`config.mk`:
```
export PLATFORM = sky130hd
export DESIGN_NAME = mem_stage_lsu_flat
export DESIGN_NICKNAME = d
export VERILOG_FILES = /design/src/rtl/mem_stage_lsu_pkg.sv /design/src/rtl/mem_stage_lsu_if.sv /design/src/rtl/mem_stage_lsu_lane_align.sv /design/src/rtl/mem_stage_lsu.sv /design/src/flat_wrapper.sv
export SDC_FILE = /design/constraint.sdc
export NUM_CORES = 1
export LEC_CHECK = 0
export BUFFER_PORTS_ARGS = -buffer_cell sky130_fd_sc_hd__buf_2
export CAP_MARGIN = 20
export CORE_AREA = 2 2 125 127
export CTS_CLUSTER_SIZE = 28
export DETAILED_ROUTE_END_ITERATION = 8
export DIE_AREA = 0 0 127 129
export GPL_TIMING_DRIVEN = 0
export PLACE_DENSITY_LB_ADDON = 0.12
export RECOVER_POWER = 50
export SKIP_LAST_GASP = 1
export SLEW_MARGIN = 20
export SYNTH_ARGS = -nofsm -noshare
export SYNTH_HDL_FRONTEND = slang
export SYNTH_SLANG_ARGS = --single-unit
```
`constraint.sdc`:
```
create_clock -name clk -period 4.7 [get_ports clk]
set_input_delay 0.94 -clock clk [delete_from_list [all_inputs] [get_ports clk]]
set_output_delay 0.94 -clock clk [all_outputs]
set_load 0.005 [all_outputs]
```
`src/rtl/mem_stage_lsu_pkg.sv`:
```
// Shared encodings for the memory-stage load/store unit: result-source select,
// load/store size codes and the LSU state type.
package mem_stage_lsu_pkg;

  localparam logic [1:0] RES_ALU = 2'b00;
  localparam logic [1:0] RES_MEM = 2'b01;
  localparam logic [1:0] RES_PC4 = 2'b10;

  localparam logic [2:0] F3_B  = 3'b000;
  localparam logic [2:0] F3_H  = 3'b001;
  localparam logic [2:0] F3_W  = 3'b010;
  localparam logic [2:0] F3_BU = 3'b100;
  localparam logic [2:0] F3_HU = 3'b101;

  typedef enum logic [0:0] {IDLE, WAIT} lsu_state_t;

  // 011, 110 and 111 have no load/store meaning
  function automatic logic f3_illegal(input logic [2:0] f3);
    return (f3 == 3'b011) || (f3[2:1] == 2'b11);
  endfunction

endpackage

```
`src/rtl/mem_stage_lsu_if.sv`:
```
// Data-memory request/response channel between the LSU (master) and memory (slave).
interface mem_stage_lsu_if #(
  parameter int unsigned WIDTH = 32
) ();

  logic             req_valid;
  logic             req_ready;
  logic             req_we;
  logic [WIDTH-1:0] req_addr;
  logic [WIDTH-1:0] req_wdata;
  logic [3:0]       req_be;
  logic             rsp_valid;
  logic [WIDTH-1:0] rsp_rdata;

  modport master (
    output req_valid, req_we, req_addr, req_wdata, req_be,
    input  req_ready, rsp_valid, rsp_rdata
  );

  modport slave (
    input  req_valid, req_we, req_addr, req_wdata, req_be,
    output req_ready, rsp_valid, rsp_rdata
  );

endinterface

```
`src/rtl/mem_stage_lsu_lane_align.sv`:
```
// Combinational byte-lane logic: store data replication and byte enables, access
// fault detection, and load extraction with sign/zero extension.
module mem_stage_lsu_lane_align
  import mem_stage_lsu_pkg::*;
(
  input  logic        mem_op,
  input  logic [2:0]  st_funct3,
  input  logic [1:0]  st_off,
  input  logic [31:0] st_data,
  output logic [31:0] wdata,
  output logic [3:0]  be,
  output logic        fault,
  input  logic [2:0]  ld_funct3,
  input  logic [1:0]  ld_off,
  input  logic [31:0] rdata,
  output logic [31:0] ld_data
);

  logic [31:0] shifted;
  logic        misaligned;

  always_comb begin
    wdata = st_data;
    be    = 4'b1111;
    case (st_funct3[1:0])
      2'b00: begin
        wdata = {4{st_data[7:0]}};
        be    = 4'b0001 << st_off;
      end
      2'b01: begin
        wdata = {2{st_data[15:0]}};
        be    = 4'b0011 << st_off;
      end
      default: ;
    endcase
  end

  always_comb begin
    misaligned = 1'b0;
    case (st_funct3[1:0])
      2'b01:   misaligned = st_off[0];
      2'b10:   misaligned = (st_off != 2'b00);
      default: misaligned = 1'b0;
    endcase
    fault = mem_op & (f3_illegal(st_funct3) | misaligned);
  end

  assign shifted = rdata >> {ld_off, 3'b000};

  always_comb begin
    ld_data = rdata;
    case (ld_funct3)
      F3_B:    ld_data = {{24{shifted[7]}}, shifted[7:0]};
      F3_BU:   ld_data = {24'h0, shifted[7:0]};
      F3_H:    ld_data = {{16{shifted[15]}}, shifted[15:0]};
      F3_HU:   ld_data = {16'h0, shifted[15:0]};
      default: ld_data = rdata;
    endcase
  end

endmodule

```
`src/rtl/mem_stage_lsu.sv`:
```
// Memory-stage LSU: issues valid/ready memory requests for loads and stores, stalls
// the front of the pipeline while an access is outstanding, and holds the MEM/WB register.
module mem_stage_lsu
  import mem_stage_lsu_pkg::*;
#(
  parameter int unsigned WIDTH = 32
) (
  input  logic             clk,
  input  logic             rst,
  input  logic             RegWriteM,
  input  logic [1:0]       ResultSrcM,
  input  logic             MemWriteM,
  input  logic [2:0]       Funct3M,
  input  logic [WIDTH-1:0] ALUResultM,
  input  logic [WIDTH-1:0] WriteDataM,
  input  logic [4:0]       RdM,
  input  logic [WIDTH-1:0] PCPlus4M,
  output logic             StallM,
  mem_stage_lsu_if.master  mem,
  output logic             RegWriteW,
  output logic [1:0]       ResultSrcW,
  output logic [WIDTH-1:0] ALUResultW,
  output logic [WIDTH-1:0] ReadDataW,
  output logic [4:0]       RdW,
  output logic [WIDTH-1:0] PCPlus4W,
  output logic             MemFaultW
);

  lsu_state_t  state_q, state_d;
  logic [1:0]  off_q;
  logic [2:0]  f3_q;
  logic        mem_op, fault, req_valid, complete, load_done, load_accept;
  logic [31:0] ld_data;

  assign mem_op = MemWriteM | (ResultSrcM == RES_MEM);

  mem_stage_lsu_lane_align u_lane_align (
    .mem_op    (mem_op),
    .st_funct3 (Funct3M),
    .st_off    (ALUResultM[1:0]),
    .st_data   (WriteDataM),
    .wdata     (mem.req_wdata),
    .be        (mem.req_be),
    .fault     (fault),
    .ld_funct3 (f3_q),
    .ld_off    (off_q),
    .rdata     (mem.rsp_rdata),
    .ld_data   (ld_data)
  );

  assign mem.req_valid = req_valid;
  assign mem.req_we    = MemWriteM;
  assign mem.req_addr  = {ALUResultM[WIDTH-1:2], 2'b00};
  assign StallM        = ~complete;

  always_comb begin
    state_d     = state_q;
    req_valid   = 1'b0;
    complete    = ~mem_op | fault;
    load_done   = 1'b0;
    load_accept = 1'b0;
    unique case (state_q)
      IDLE: begin
        req_valid = mem_op & ~fault;
        if (req_valid && mem.req_ready) begin
          if (MemWriteM) begin
            complete = 1'b1;
          end else begin
            load_accept = 1'b1;
            state_d     = WAIT;
          end
        end
      end
      WAIT: begin
        if (mem.rsp_valid) begin
          complete  = 1'b1;
          load_done = 1'b1;
          state_d   = IDLE;
        end
      end
      default: state_d = IDLE;
    endcase
  end

  always_ff @(posedge clk) begin
    if (rst) begin
      state_q <= IDLE;
      off_q   <= 2'b00;
      f3_q    <= 3'b000;
    end else begin
      state_q <= state_d;
      if (load_accept) begin
        off_q <= ALUResultM[1:0];
        f3_q  <= Funct3M;
      end
    end
  end

  // A stalled cycle retires nothing, so writeback sees a bubble
  always_ff @(posedge clk) begin
    if (rst || !complete) begin
      RegWriteW  <= 1'b0;
      ResultSrcW <= 2'b00;
      ALUResultW <= '0;
      ReadDataW  <= '0;
      RdW        <= 5'd0;
      PCPlus4W   <= '0;
      MemFaultW  <= 1'b0;
    end else begin
      RegWriteW  <= RegWriteM & ~fault;
      ResultSrcW <= ResultSrcM;
      ALUResultW <= ALUResultM;
      ReadDataW  <= load_done ? ld_data : '0;
      RdW        <= RdM;
      PCPlus4W   <= PCPlus4M;
      MemFaultW  <= fault;
    end
  end

endmodule

```
`src/flat_wrapper.sv`:
```
// flat-port wrapper written by rule: the top's interface ports become plain ports
module mem_stage_lsu_flat import mem_stage_lsu_pkg::*;
#(
  parameter int unsigned WIDTH = 32
)
  (clk, rst, RegWriteM, ResultSrcM, MemWriteM, Funct3M, ALUResultM, WriteDataM, RdM, PCPlus4M, StallM, RegWriteW, ResultSrcW, ALUResultW, ReadDataW, RdW, PCPlus4W, MemFaultW, mem_req_valid, mem_req_we, mem_req_addr, mem_req_wdata, mem_req_be, mem_req_ready, mem_rsp_valid, mem_rsp_rdata);
  mem_stage_lsu_if #(.WIDTH(WIDTH)) mem_i ();
  input  logic clk;
  input  logic rst;
  input  logic RegWriteM;
  input  logic [1:0] ResultSrcM;
  input  logic MemWriteM;
  input  logic [2:0] Funct3M;
  input  logic [WIDTH-1:0] ALUResultM;
  input  logic [WIDTH-1:0] WriteDataM;
  input  logic [4:0] RdM;
  input  logic [WIDTH-1:0] PCPlus4M;
  output logic StallM;
  output logic RegWriteW;
  output logic [1:0] ResultSrcW;
  output logic [WIDTH-1:0] ALUResultW;
  output logic [WIDTH-1:0] ReadDataW;
  output logic [4:0] RdW;
  output logic [WIDTH-1:0] PCPlus4W;
  output logic MemFaultW;
  output wire logic [$bits(mem_i.req_valid)-1:0] mem_req_valid;
  output wire logic [$bits(mem_i.req_we)-1:0] mem_req_we;
  output wire logic [$bits(mem_i.req_addr)-1:0] mem_req_addr;
  output wire logic [$bits(mem_i.req_wdata)-1:0] mem_req_wdata;
  output wire logic [$bits(mem_i.req_be)-1:0] mem_req_be;
  input wire logic [$bits(mem_i.req_ready)-1:0] mem_req_ready;
  input wire logic [$bits(mem_i.rsp_valid)-1:0] mem_rsp_valid;
  input wire logic [$bits(mem_i.rsp_rdata)-1:0] mem_rsp_rdata;
  assign mem_req_valid = mem_i.req_valid;
  assign mem_req_we = mem_i.req_we;
  assign mem_req_addr = mem_i.req_addr;
  assign mem_req_wdata = mem_i.req_wdata;
  assign mem_req_be = mem_i.req_be;
  assign mem_i.req_ready = mem_req_ready;
  assign mem_i.rsp_valid = mem_rsp_valid;
  assign mem_i.rsp_rdata = mem_rsp_rdata;
  mem_stage_lsu #(.WIDTH(WIDTH)) u_core (.clk(clk), .rst(rst), .RegWriteM(RegWriteM), .ResultSrcM(ResultSrcM), .MemWriteM(MemWriteM), .Funct3M(Funct3M), .ALUResultM(ALUResultM), .WriteDataM(WriteDataM), .RdM(RdM), .PCPlus4M(PCPlus4M), .StallM(StallM), .mem(mem_i), .RegWriteW(RegWriteW), .ResultSrcW(ResultSrcW), .ALUResultW(ALUResultW), .ReadDataW(ReadDataW), .RdW(RdW), .PCPlus4W(PCPlus4W), .MemFaultW(MemFaultW));
endmodule
```
==> impl_results.md, run 1 <==
* Outcome: finished, final reports clean
* RSZ-0062 raised after global routing: false
* Commonest non-fill, non-tap cells in the layout: 244 x buf_2, 111 x dfxtp_1, 100 x clkbuf_1
* Dominant cell type by area after synthesis: dfxtp_1
* 1st-pass router iterations at 4
* Vias in the first global route at 4355
* Final setup viols at 0
* Total Routing Usage GR at 0.1615
* Cell Area, Synth at between 4000 and 5000 um^2
* Maximum vdd drop at 0.0001566 V
* Reg2reg setup slack at ~2.5 ns
* Ys async rst share at 0
* First-pass GRT wire length at roughly 21 mm
* Port Buffer Count at 317
* Setup Skew at between 0.01 and 0.015 ns
* Synthesized flop and latch total at 111
* Reg2reg start: u_core.off_q[0]
* Initial antenna violation count at 0
* Die Height at around 130 um
* CTS Buf Count at 9
* Synth cell types at 38
* Root Buffer: clkbuf_16
* Clk slew on worst S/H paths at 0.07 ns
* Die width at 127 um
* Top cell type's share of synthesized area at 0.4912
* Syn Inst Count at 479
* Layout cell share with drive strength beyond 1 at 0.3879
* Critical Path RT at 3.76 ns
* Largest stage delay on the critical path at 0.59 ns
* Sum Neg Setup Slack at 0 ns
* Levels on crit path at 8
* H-tree levels at 3
* Fillers at about 1.5k
* Total wire length at about 14 mm
* Syn. warnings at 0
* Period utilisation layout at 0.8256
* Post-cts sizing count at 0
* DPL Wire Length at about 11 mm
* Skew-Pair Late Insertion Delay at 0.35 ns
* Maxcap violations at 0
* Placement Rows at 45
* Sink Count at 111
* Fin crit period at 3.881 ns
* Multi-input logic area at 1794 um^2
* Dpl cells at 985
* Placed cell area at 6350 um^2
* Sequential Area at roughly 2200 um^2
* Hold Fails Final Rpt at 0
* CTS tree: built
* Post-CTS Hold Buffers at 0
* Top cells by area, synth: dfxtp_1 49%, and2_1 10%, buf_4 6.8%, nand2_1 4.4%, mux2i_1 2.9%
* Global route total overflow at 0
* End of the critical path: mem_req_wdata[17]
* Reg2reg end: u_core.ReadDataW[13]
* Antenna cells at 0
* Leak pwr at roughly 3.2 nW
* Layout Nets at 956
* CP top delay family: buffers and inverters
* Syn avg cell area at 9.445 um^2
* Fmax at between 200 and 300 MHz
* Initial Util at 0.3021
* Area Growth Syn to Fin at 43.86%
* Die area at 16380 um^2
* Max_slew headroom at 0.3680
* Design area at around 6500 um^2
* Crit-path most repeated cell: buf_2
* Commonest non-fill, non-tap cell in the layout: buf_2
* Post-synth EDFFs at 0
* Post-route DRC at 0
* Vias at 4455
* Worst Hold Class: reg -> reg
* Tot Pwr at 2.030 mW
* Worst path cell trace: buf_2, inv_1, ha_1, clkbuf_1, nor2_1, buf_2, mux2_2, buf_2
* Fin. max-slew vios at 0
* Final Util at 0.4346
* Clk buf depth at 2
* DRT antenna net count at 0
* Cells on worst reg2reg path at 6
* Vias per inst at 4.455
* Crit path max fanout at 10
* Worst setup EP type: primary output
* Worst setup path startpoint: Funct3M[1]
* Initial DRC count at 106
* Worst slew pin tran at 0.9437 ns
* Post-CTS setup buffer count at 0
* Crit path buffers/inverters at 5
* Core area at 14980 um^2
* CP max stage cell: nor2_1
* Worst EP arrival at between 2 and 3 ns
* Top-level port count at 320
* GP Congestion at 0.7978
* Drt wl/cell at 13.98 um
* WS Path Type: in -> out
* Pwr dens at about 310 nW/um^2
* Largest net degree at the start of global routing at 19
* Dominant synthesized flop cell: dfxtp_1
* Final Non-Filler Cells at ~1.0k
* Crit start category: input port
* Seq/Total Area, Yosys at 0.4912
-- state kept, by name, summed over array words and instances (netlist names) --
signal	cells
u_core.f3_q	3
u_core.RdW	5
u_core.ResultSrcW	2
u_core.MemFaultW	1
u_core.ReadDataW	32
u_core.ALUResultW	32
u_core.off_q	2
u_core.RegWriteW	1
u_core.PCPlus4W	32
u_core.state_q	1
-- kinds of logic after synthesis --
| kind of cell | count (synthesis) | synth area share |
|---|---|---|
| AO/OA/AOI/OAI | 82 | 0.1327 |
| adder cells (fa/ha/maj) | 4 | 0.01106 |
| buffers and inverters | 87 | 0.1114 |
| flip-flops | 111 | 0.4912 |
| multiplexers | 22 | 0.05116 |
| other | 1 | 0.0008289 |
| AND/OR/NAND/NOR | 172 | 0.2016 |
-- worst reg2reg max path, cell delays in order, from the launching register on --
cell	delay [ns]
dfxtp_1	0.30
clkbuf_1	0.46
mux2i_1	0.19
mux2_1	0.34
or4_1	0.40
clkbuf_1	0.25
a21oi_1	0.22
-- cell type report --
| cell class | count | area share |
|---|---|---|
| flip-flops and latches | 111 | 0.3414 |
| clock buffers | 10 | 0.03672 |
| well taps | 188 | 0.03614 |
| plain buffers | 70 | 0.06498 |
| clock inverters | 5 | 0.006536 |
| inverters | 17 | 0.009804 |
| multi-input cells | 282 | 0.2757 |
| repair buffers | 317 | 0.2288 |
-- stage by stage --
| stage | hold WS (ns) | setup WS [ns] |
|---|---|---|
| final | 0.5049 | 0.8195 |
| after global placement | 0.4898 | 0.9038 |
| after detailed placement | 0.4956 | 0.8569 |
| after global routing | 0.5307 | 0.6517 |
| after floorplan | 0.4503 | 1.492 |
| after CTS | 0.5069 | 0.8531 |
-- synth_stat cells (all sizes together), types with 2 or more instances --
| master | count |
|---|---|
| inv | 17 |
| nand4b | 5 |
| nor2 | 15 |
| mux2 | 9 |
| nor3b | 2 |
| nand2b | 7 |
| o31ai | 2 |
| o22ai | 8 |
| nor3 | 8 |
| o211ai | 2 |
| o21ai | 15 |
| a22oi | 11 |
| nand2 | 53 |
| a21oi | 12 |
| mux2i | 13 |
| clkbuf | 19 |
| buf | 51 |
| a311oi | 6 |
| nor2b | 5 |
| a22o | 9 |
| dfxtp | 111 |
| and2 | 72 |
| a21o | 8 |
| ha | 4 |
| o2bb2ai | 8 |
-- metal layers --
metal  global-route usage  vias to the layer above  routed length (um)
met4              0.07046                        0                 240
met2               0.2932                      196                7037
met1               0.1804                     2035                5637
met3              0.03909                       18                1059
met5                    0                        -                   0
li1                     -                     2206                   -
-- power breakdown --
group	switching (mW)	leakage, nW	internal [mW]
Clock	0.350	0.129	0.376
Sequential	0.0102	0.911	0.982
Combinational	0.147	2.18	0.165
-- worst min path at each step --
stage | startpoint | endpoint | cells after the start
finish | u_core.f3_q[2] | u_core.f3_q[2] | 2
floorplan | u_core.f3_q[2] | u_core.f3_q[2] | 2
global placement | u_core.f3_q[2] | u_core.f3_q[2] | 2
detailed placement | u_core.f3_q[2] | u_core.f3_q[2] | 2
CTS | u_core.f3_q[2] | u_core.f3_q[2] | 2
global route | u_core.f3_q[2] | u_core.f3_q[2] | 2
Power figures use the tool's default switching activity.
==> run 2: changes to the inputs <==
Settings changed: ABC_AREA set to 1, CORE_AREA 2 2 125 127 to 2 2 123 125, DIE_AREA 0 0 127 129 to 0 0 125 127.
Clock period 4.7 ns to 4 ns, I/O delays scaled along.
==> run 2 against run 1 <==
Net effect:
- global-route usage rose by 2.4 points
- synthesized cell count is 42% higher
- cell area grew 4.5%
- wire length rose by 7.8%
- total power grew 26%
- critical path depth increased by 1
- non-clock buffer count decreased by 1
- die area is 3.1% lower
- sequential cell count unchanged
- critical endpoint is now mem_req_wdata[16]
- largest cell class unchanged
- highest routed layer unchanged
==> impl_results.md, run 2 <==
* Most frequent cell after synthesis: inv_1
* CTS tree: built
* Total wire length at between 15 and 20 mm
* First-pass GRT wire length at 23.43 mm
* Sum Neg Setup Slack at 0 ns
* GP Congestion at 0.8492
* Final Non-Filler Cells at 1197
* Cell Area, Synth at 4761 um^2
* DRT antenna net count at 0
* Placement Rows at 44
* Period utilisation layout at 0.8567
* Commonest cells in the netlist: 135 x inv_1, 115 x nand2_1, 114 x nor2_1
* CP max stage cell: nor2_1
* Post-CTS Hold Buffers at 0
* Fmax at 291.8 MHz
* Die area at about 16000 um^2
* Worst setup EP type: primary output
* Syn avg cell area at roughly 7.0 um^2
* Post-cts sizing count at 0
* Vias in the first global route at 4540
* Dominant cell type by area after synthesis: dfxtp_1
* Dominant synthesized flop cell: dfxtp_1
* H-tree levels at 3
* Top Usage Layer GRT: met2
* Commonest non-fill, non-tap cell in the layout: buf_2
* Largest family of logic cells by synthesized area: simple AND/OR/NAND/NOR gates
* Hold Fails Final Rpt at 0
* Layout cell share with drive strength beyond 1 at 0.3142
* Vias at roughly 4.9k
* Syn. warnings at 0
* Simple-gate share of the synthesized area at 0.2258
* Worst Hold Class: reg -> reg
* Post-route DRC at 0
* Adder-cell share of the synthesized area at 0.01051
* Seq/Total Area, Yosys at 0.4668
* Post-CTS setup buffer count at 0
* CTS Buf Count at 9
* Commonest non-fill, non-tap cells in the layout: 253 x buf_2, 137 x inv_1, 115 x nand2_1
* Sink Count at 111
* Max_slew headroom at 0.6249
* CP top delay family: buffers and inverters
* Pwr dens at about 380 nW/um^2
* Core area at 14420 um^2
* Global route total overflow at 0
* Initial antenna violation count at 1
* Area Growth Syn to Fin at 42.89%
* Dpl cells at 1180
* Compound-Gate Fraction of Synth Area at 0.09225
* Layout Nets at 1155
* DPL Wire Length at 12.40 mm
* Outcome: finished, final reports clean
* 1st-pass router iterations at 5
* Maxcap violations at 0
* Vias per inst at 4.119
* Top cells by area, synth: dfxtp_1 47%, inv_1 11%, nand2_1 9.1%, nor2_1 9.0%, buf_4 7.3%
* Leak pwr at 3.925 nW
* Syn Inst Count at 678
* Synthesized flop and latch total at 111
* Fin crit period at around 3.4 ns
* Clk buf depth at 2
* Synth cell types at 22
* Final setup viols at 0
* RSZ-0062 raised after global routing: false
* Clk slew on worst S/H paths at 0.07 ns
* Ys async rst share at 0
* Top-level port count at 320
* Maximum vdd drop at 0.0002414 V
* Post-synth EDFFs at 0
* Xor/xnor cell area share of the yosys netlist at 0
* Critical Path RT at about 3.2 ns
* Die width at 125 um
* Initial DRC count at 210
* Crit start category: input port
* Total Routing Usage GR at 0.1860
* Top flop regs: u_core.ALUResultW x32, u_core.PCPlus4W x32, u_core.ReadDataW x32
* Final Util at 0.4716
* Root Buffer: clkbuf_16
* Met2 Use GR at 0.3238
* Placed cell area at 6581 um^2
* Largest net degree at the start of global routing at 20
* Hold Slack at slightly above 0.5 ns
* Drt wl/cell at about 13 um
* Setup Skew at 0.007530 ns
* Port Buffer Count at 317
* Skew-Pair Late Insertion Delay at around 0.35 ns
* Initial Util at 0.3301
* Worst EP arrival at 2.63 ns
* Mux cell area share after synthesis at 0
* Crit path max fanout at 10
* GR Layer Usage met3 at 0.05025
* Design area at ~6800 um^2
* Fin. max-slew vios at 0
* Top cell type's share of synthesized area at 0.4668
* Worst slew pin tran at 0.5606 ns
* Largest stage delay on the critical path at 0.49 ns
* Worst path cell trace: buf_2, inv_1, ha_1, clkbuf_1, nor2_1, clkbuf_1, nand2_1, o21ai_0, buf_2
* WS Path Type: in -> out
* Die Height at 127 um
* M1 GR Usage at 0.2140
* Crit path buffers/inverters at 5
-- run 2: changes by cell type after synthesis, moves of 9 or more --
cell | before | now
a22o_1 | 9 | 0
nand3_1 | 1 | 38
o21ai_0 | 11 | 52
nand2_1 | 53 | 115
inv_1 | 17 | 135
and2_1 | 72 | 0
mux2_2 | 9 | 0
a22oi_1 | 11 | 0
mux2i_1 | 13 | 0
clkbuf_1 | 19 | 10
nor2_1 | 15 | 114
-- run 2: cell families (layout without fill, tap and decap cells) --
family | count (synthesis) | in the layout
buffers and inverters | 209 | 542
DFF | 111 | 111
adders and majority gates | 4 | 4
and+or+nand+nor | 270 | 270
AOI/OAI and AO/OA | 83 | 83
other | 1 | 3
-- run 2: where the power goes --
part           switching, mW  internal (mW)  total (mW)
sequential            0.0132           1.16        1.17
combinational          0.244          0.203       0.447
clock                  0.425          0.518       0.942
-- run 2: per-layer routing --
metal / up-vias / part of all wire
met4: 0 / 0.023
met5: - / 0
met3: 24 / 0.077
met1: 2066 / 0.41
met2: 202 / 0.49
li1: 2638 / -
-- run 2: final timing paths --
path / startpoint / to / slack, ns / depth (start not counted)
setup / recovery: Funct3M[1] / mem_req_wdata[16] / 0.57 / 9
hold / removal: u_core.f3_q[0] / u_core.f3_q[0] / 0.52 / 2
hold reg to reg: u_core.f3_q[0] / u_core.f3_q[0] / 0.52 / 2
setup reg to reg: u_core.f3_q[1] / u_core.ReadDataW[24] / 2.24 / 9
-- run 2: worst register-to-register path: stages, from the launching register on --
cell and delay, ns:
dfxtp_1 0.31, clkbuf_1 0.27, inv_1 0.23, nand2_1 0.13, nor2_1 0.06, nand2_1 0.19
buf_2 0.26, nand3_1 0.10, nand2_1 0.08, inv_1 0.04
-- run 2: per-stage QoR --
step	setup slack [ns]	power (mW)
after floorplan	1.269	1.422
after global placement	0.5746	1.657
after detailed placement	0.5168	1.657
after CTS	0.5219	2.613
final	0.5733	2.560
after global routing	0.2479	2.711
-- run 2: layout make-up --
cell class	count	area [um^2]
flip-flops and latches	111	2222
fillers	1572	7621
plain buffers	69	442.9
well taps	184	230.2
repair buffers	317	1495
clock buffers	11	242.7
multi-input cells	359	1567
clock inverters	5	75.07
inverters	140	525.5
diodes	1	2.502
